[src/rtl/rof_pkg.sv]
// Shared types and sizing helpers for the weighted rank filter.
package rof_pkg;

    typedef enum logic [1:0] {
        IDLE   = 2'd0,
        SELECT = 2'd1,
        DONE   = 2'd2
    } state_e;

    // Width that holds the sum of n weights of wb bits each without overflow.
    function automatic int sum_bits(input int n, input int wb);
        return $clog2(n * ((1 << wb) - 1) + 1);
    endfunction

endpackage

[src/rtl/masked_weight_sum.sv]
// Combinational sum of the weights whose mask bit is set.
module masked_weight_sum #(
    parameter int N           = 9,
    parameter int WEIGHT_BITS = 4,
    parameter int SUM_BITS    = 8
) (
    input  logic [N-1:0][WEIGHT_BITS-1:0] weights,
    input  logic [N-1:0]                  mask,
    output logic [SUM_BITS-1:0]           sum
);

    // Accumulate enabled weights; synthesis is free to rebalance the chain.
    always_comb begin
        sum = '0;
        for (int i = 0; i < N; i++) begin
            if (mask[i]) begin
                sum = sum + SUM_BITS'(weights[i]);
            end else begin
                sum = sum;
            end
        end
    end

endmodule

[src/rtl/weighted_rank_filter.sv]
// Sliding-window weighted order-statistic filter; the selected sample is
// found MSB-first by a bit-serial radix search over the window.
module weighted_rank_filter
    import rof_pkg::*;
#(
    parameter int N           = 9,
    parameter int DATA_BITS   = 8,
    parameter int WEIGHT_BITS = 4,
    parameter int SUM_BITS    = sum_bits(N, WEIGHT_BITS)
) (
    input  logic                   clk,
    input  logic                   rst,
    input  logic                   cfg_we,
    input  logic [$clog2(N)-1:0]   cfg_idx,
    input  logic [WEIGHT_BITS-1:0] cfg_weight,
    input  logic [SUM_BITS-1:0]    rank,
    input  logic                   in_valid,
    output logic                   in_ready,
    input  logic [DATA_BITS-1:0]   in_data,
    output logic                   out_valid,
    input  logic                   out_ready,
    output logic [DATA_BITS-1:0]   out_data,
    output logic                   out_clamped,
    output logic                   busy
);

    localparam int IDX_BITS = $clog2(N);
    localparam int CNT_BITS = (DATA_BITS > 1) ? $clog2(DATA_BITS) : 1;

    state_e                         state_r, state_nx_s;
    logic [N-1:0][DATA_BITS-1:0]    window_r;
    logic [N-1:0][WEIGHT_BITS-1:0]  weight_r;
    logic [N-1:0][WEIGHT_BITS-1:0]  snap_r;
    logic [N-1:0]                   mask_r;
    logic [N-1:0]                   all_mask_s;
    logic [N-1:0]                   ones_mask_s;
    logic [N-1:0]                   bit_plane_s;
    logic [N-1:0]                   c0_mask_s;
    logic [SUM_BITS-1:0]            total_s;
    logic [SUM_BITS-1:0]            c0_s;
    logic [SUM_BITS-1:0]            r_r;
    logic [SUM_BITS-1:0]            r_load_s;
    logic [CNT_BITS-1:0]            bit_r;
    logic [DATA_BITS-1:0]           result_r;
    logic [DATA_BITS-1:0]           result_nx_s;
    logic                           bit_one_s;
    logic                           clamp_r;
    logic                           zero_r;
    logic                           accept_s;
    logic                           out_hs_s;
    logic                           last_bit_s;

    logic                           in_ready_r;
    logic                           busy_r;
    logic                           out_valid_r;
    logic [DATA_BITS-1:0]           out_data_r;
    logic                           out_clamped_r;

    assign in_ready    = in_ready_r;
    assign busy        = busy_r;
    assign out_valid   = out_valid_r;
    assign out_data    = out_data_r;
    assign out_clamped = out_clamped_r;

    assign accept_s   = in_valid && (state_r == IDLE);
    assign out_hs_s   = out_valid_r && out_ready;
    assign last_bit_s = (state_r == SELECT) && (bit_r == '0);

    // Per-position views: nonzero weight, current data bit, bit-0 candidates.
    always_comb begin
        ones_mask_s = '1;
        all_mask_s  = '0;
        bit_plane_s = '0;
        for (int i = 0; i < N; i++) begin
            all_mask_s[i]  = (weight_r[i] != '0);
            bit_plane_s[i] = window_r[i][bit_r];
        end
        c0_mask_s = mask_r & ~bit_plane_s;
    end

    // T is taken from the live weights because they become the snapshot on accept.
    masked_weight_sum #(
        .N          (N),
        .WEIGHT_BITS(WEIGHT_BITS),
        .SUM_BITS   (SUM_BITS)
    ) u_total_sum (
        .weights(weight_r),
        .mask   (ones_mask_s),
        .sum    (total_s)
    );

    masked_weight_sum #(
        .N          (N),
        .WEIGHT_BITS(WEIGHT_BITS),
        .SUM_BITS   (SUM_BITS)
    ) u_c0_sum (
        .weights(snap_r),
        .mask   (c0_mask_s),
        .sum    (c0_s)
    );

    // Rank clamping and the per-bit decision of the radix search.
    always_comb begin
        if (total_s == '0) begin
            r_load_s = '0;
        end else if (rank >= total_s) begin
            r_load_s = total_s - SUM_BITS'(1);
        end else begin
            r_load_s = rank;
        end
        bit_one_s           = (r_r >= c0_s);
        result_nx_s         = result_r;
        result_nx_s[bit_r]  = bit_one_s;
    end

    // Next-state logic.
    always_comb begin
        state_nx_s = state_r;
        case (state_r)
            IDLE: begin
                if (accept_s) begin
                    state_nx_s = SELECT;
                end else begin
                    state_nx_s = IDLE;
                end
            end
            SELECT: begin
                if (bit_r == '0) begin
                    state_nx_s = DONE;
                end else begin
                    state_nx_s = SELECT;
                end
            end
            DONE: begin
                if (out_hs_s) begin
                    state_nx_s = IDLE;
                end else begin
                    state_nx_s = DONE;
                end
            end
            default: state_nx_s = IDLE;
        endcase
    end

    // State register.
    always_ff @(posedge clk or posedge rst) begin
        if (rst) begin
            state_r <= IDLE;
        end else begin
            state_r <= state_nx_s;
        end
    end

    // Weight registers; writes land in any state, indices past the window are dropped.
    always_ff @(posedge clk or posedge rst) begin
        if (rst) begin
            for (int i = 0; i < N; i++) begin
                weight_r[i] <= WEIGHT_BITS'(1);
            end
        end else begin
            for (int i = 0; i < N; i++) begin
                if (cfg_we && (cfg_idx == IDX_BITS'(i))) begin
                    weight_r[i] <= cfg_weight;
                end
            end
        end
    end

    // Window shift and radix-search state.
    always_ff @(posedge clk or posedge rst) begin
        if (rst) begin
            window_r <= '0;
            snap_r   <= '0;
            mask_r   <= '0;
            r_r      <= '0;
            bit_r    <= '0;
            result_r <= '0;
            clamp_r  <= 1'b0;
            zero_r   <= 1'b0;
        end else if (accept_s) begin
            window_r <= {window_r[N-2:0], in_data};
            snap_r   <= weight_r;
            mask_r   <= all_mask_s;
            r_r      <= r_load_s;
            bit_r    <= CNT_BITS'(DATA_BITS - 1);
            result_r <= '0;
            clamp_r  <= (rank >= total_s);
            zero_r   <= (total_s == '0);
        end else if (state_r == SELECT) begin
            result_r <= result_nx_s;
            bit_r    <= bit_r - CNT_BITS'(1);
            if (bit_one_s) begin
                r_r    <= r_r - c0_s;
                mask_r <= mask_r & bit_plane_s;
            end else begin
                mask_r <= mask_r & ~bit_plane_s;
            end
        end
    end

    // Output stage: result loads as DONE is entered, valid follows one cycle later.
    always_ff @(posedge clk or posedge rst) begin
        if (rst) begin
            in_ready_r    <= 1'b1;
            busy_r        <= 1'b0;
            out_valid_r   <= 1'b0;
            out_data_r    <= '0;
            out_clamped_r <= 1'b0;
        end else begin
            in_ready_r  <= (state_nx_s == IDLE);
            busy_r      <= (state_nx_s != IDLE);
            out_valid_r <= (state_r == DONE) && !out_hs_s;
            if (last_bit_s) begin
                out_data_r    <= zero_r ? '0 : result_nx_s;
                out_clamped_r <= clamp_r || zero_r;
            end
        end
    end

endmodule
[config.mk]
export PLATFORM = sky130hd
export DESIGN_NAME = weighted_rank_filter
export DESIGN_NICKNAME = d
export VERILOG_FILES = /design/src/rtl/rof_pkg.sv /design/src/rtl/masked_weight_sum.sv /design/src/rtl/weighted_rank_filter.sv
export SDC_FILE = /design/constraint.sdc
export NUM_CORES = 1
export LEC_CHECK = 0
export ABC_AREA = 1
export CAP_MARGIN = 0
export CORE_ASPECT_RATIO = 0.5
export CORE_MARGIN = 4
export CORE_UTILIZATION = 55
export DETAILED_ROUTE_END_ITERATION = 12
export PLACE_DENSITY = 0.73
export SLEW_MARGIN = 20
export SYNTH_ARGS = -nofsm -noshare
export SYNTH_HDL_FRONTEND = slang
export SYNTH_SLANG_ARGS = --single-unit
[constraint.sdc]
create_clock -name clk -period 11.3 [get_ports clk]
set_clock_uncertainty 0.2 [all_clocks]
set_input_delay 1.13 -clock clk [delete_from_list [all_inputs] [get_ports clk]]
set_output_delay 1.13 -clock clk [all_outputs]
set_load 0.05 [all_outputs]
==> reports/qor.csv <==
metric,value,unit
ctsHtreeMaxLevel,4,
start_util,56.8,%
synth_seq_cells,188,
placed_cell_area,12500,um^2
r2r_slack,0.69,ns
std_cell_rows,37,
cts_tree,yes,
antenna_cells,0,
fmax,94.3,MHz
synthDistinctLibCells,48,
post_layout_nonfiller_instances,1842,
outcome,finished clean,
synth_top_area_cell,dfrtp_1,
synth_area_per_cell,7.92,um^2
synth_top_cells_by_count,"nand2_1 (399), inv_1 (215), o21ai_0 (179)",
slew_violations,0,
synth_area,11900,um^2
top_layer_used,met5,
met2WireLength,13.0,mm
ioPinCount,41,
clock_tree.root_cell,clkbuf_16,
critPathMaxStageDelay,0.50,ns
grt_max_degree,98,
die_h,112,um
regToRegStartpoint,bit_r[2],
global_route_wire_length_before_repair,49.3,mm
timing.final.setup_violations,0,
synth.most_common_cell,nand2_1,
critical_path_peak_fanout,11,
type_of_the_tightest_min_delay_check,reg2reg,
per_cell_via_count_in_the_routed_design,5.47,
cts_buffer_depth,2,
post_route_cells_drive_above_1_share,10.1,%
drtIter0Drc,886,
yosys_warnings,0,
setup_tns,0,ns
syn_to_layout_area_delta,12.5,%
gp_routability_congestion,0.906,
r2r-end,r_r[5],
layout.cell_area.non_filler,13300,um^2
fillCellCount,1786,
final_util,63.9,%
standard_cell_core_area,20900,um^2
die_width,216,um
clkSinkCount,188,
worst_skew_pair.late_latency,0.46,ns
numPortBuffers,40,
hpwlAfterDp,22.6,mm
antenna_violations_before_repair,1,
holdPathStages,2,
hold_violations,0,
maxCapViolCount,0,
reg_clk_slew_reported_paths,0.07,ns
dr.pass1.iters,5,
ys_async_sr_fraction,100,%
reg2reg_depth,55,
met3_wirelength,1.89,mm
finalWorstPathRequiredPeriod,10.61,ns
vias,10080,
synth_largest_type_area_fraction,37.6,%
synth-edff-count,0,
route.detailed.drc,0,
placed_cells,1798,
finalWirelength,29.8,mm
grt_overflow_total,0,
overall_die_area,24100,um^2
synth_area_leaders,"dfrtp_1 (38%), nand2_1 (13%), o21ai_0 (7.6%)",
slew_headroom,36.9,%
wl_per_cell,16.2,um
path_common_cell,nand2_1,
worstMarginPinSlew,0.938,ns
synth_top_flop_cell,dfrtp_1,
cpMaxStageDelayCell,dfrtp_2,
post_synthesis_sequential_area_ratio,39.8,%
critical_path_class,reg2reg,
nets,1665,
worst_setup_path_end_kind,register,
area_taken_by_multi_input_logic_gates,6210,um^2
startpoint_type,register,
ctsHoldBuffers,0,
detail_route.wirelength.met1,14.4,mm
min-delay-start,window_r[19],
drt.antenna.violating_nets,0,
cts_made_buffers,17,
grt_pass1_vias,9833,
mappedNetlistNets,1624,
finalCritPeriodShare,93.9,%
final-seq-area,4720,um^2
whs_endpoint,window_r[19],
grt_util_all_layers,25.6,%
worst-endpoint-arrival,10.76,ns
cells_after_synth,1496,
worst-endpoint-required,11.45,ns
[routing by layer]
metal | vias up | GRT usage, %
met4 | 2 | 6.39
met2 | 289 | 39.1
met3 | 39 | 5.67
met5 | - | 0
li1 | 4915 | -
met1 | 4835 | 37.2
[worst max path at each step]
| stage | slack (ns) | endpoint | from |
|---|---|---|---|
| final | 0.69 | r_r[5] | bit_r[2] |
| after global routing | -0.04 | r_r[1] | bit_r[1] |
| after CTS | 0.09 | r_r[1] | bit_r[1] |
| after detailed placement | -0.06 | r_r[1] | bit_r[2] |
| after global placement | 0.40 | r_r[1] | bit_r[2] |
| after floorplan | 0.91 | r_r[1] | bit_r[0] |
[metrics by stage]
step           hold WS [ns]  setup WS, ns
2_1_floorplan         0.249         0.913
3_3_place_gp          0.266         0.403
3_5_place_dp          0.277       -0.0595
4_1_cts               0.295        0.0945
5_1_grt               0.318       -0.0445
6_report              0.290         0.695
[cell families (layout without fill, tap and decap cells)]
logic type                 Yosys count  count (layout)  share of synthesized area (%)
adders and majority gates           99              99                           12.5
and+or+nand+nor                    626             626                           23.7
AOI/OAI and AO/OA                  296             296                           13.7
buffers and inverters              264             318                           8.58
xor gates and xnor gates            23              23                           1.70
DFF                                188             188                           39.8
[flip-flops by register name, summed over array words and instances, names as in the netlist]
register     count
bit_r            3
busy             1
clamp_r          1
in_ready         1
mask_r           9
out_clamped      1
out_data         8
out_valid        1
r_r              8
result_r         8
snap_r          36
state_r          2
weight_r        36
window_r        72
zero_r           1
[critical path, delay by kind of cell (launching register included)]
family          cells  cell delay, ns
compound gates      5            0.97
fa+ha+maj           9            3.45
buf+inv             8            0.71
xor+xnor            2            0.28
flops               1            0.50
simple gates       31            4.38
[layout by cell type, fill, tap and decap left out, drive strengths merged, types with 2 or more instances in the layout]
cell type and n:
or2 14, xnor2 13, nor3 6, o21a 3
a221oi 6, clkinvlp 2, dfstp 10, inv 230
xor2 10, fa 33, o41ai 7, dfrtp 178
nand3b 4, ha 66, clkbuf 18, clkinv 4
a211oi 3, nand2 422, bufinv 3, nor2 77
o211ai 4, and2 10, a22oi 3, nand3 85
a21oi 54, buf 21, o22ai 19, clkdlybuf4s50 40
a31oi 9, o21ai 184, nand4 7
[cell type report]
cell class	instances	area share (%)
inverters	225	6.43
repair buffers	61	4.24
multi-input cells	1044	46.6
flip-flops and latches	188	35.4
clock buffers	18	3.22
clock inverters	14	1.38
well taps	292	2.74
[repair_timing]
item | 4_1_cts | 5_1_grt
buffers inserted | 0 | 12
cloned | 0 | 0
pin swaps | 0 | 4
setup endpoints to repair | 6 | 33
resized for setup | 3 | 18
Power is not shown: default switching activity piles up to over one toggle a cycle in this logic, so the estimate is an artifact.
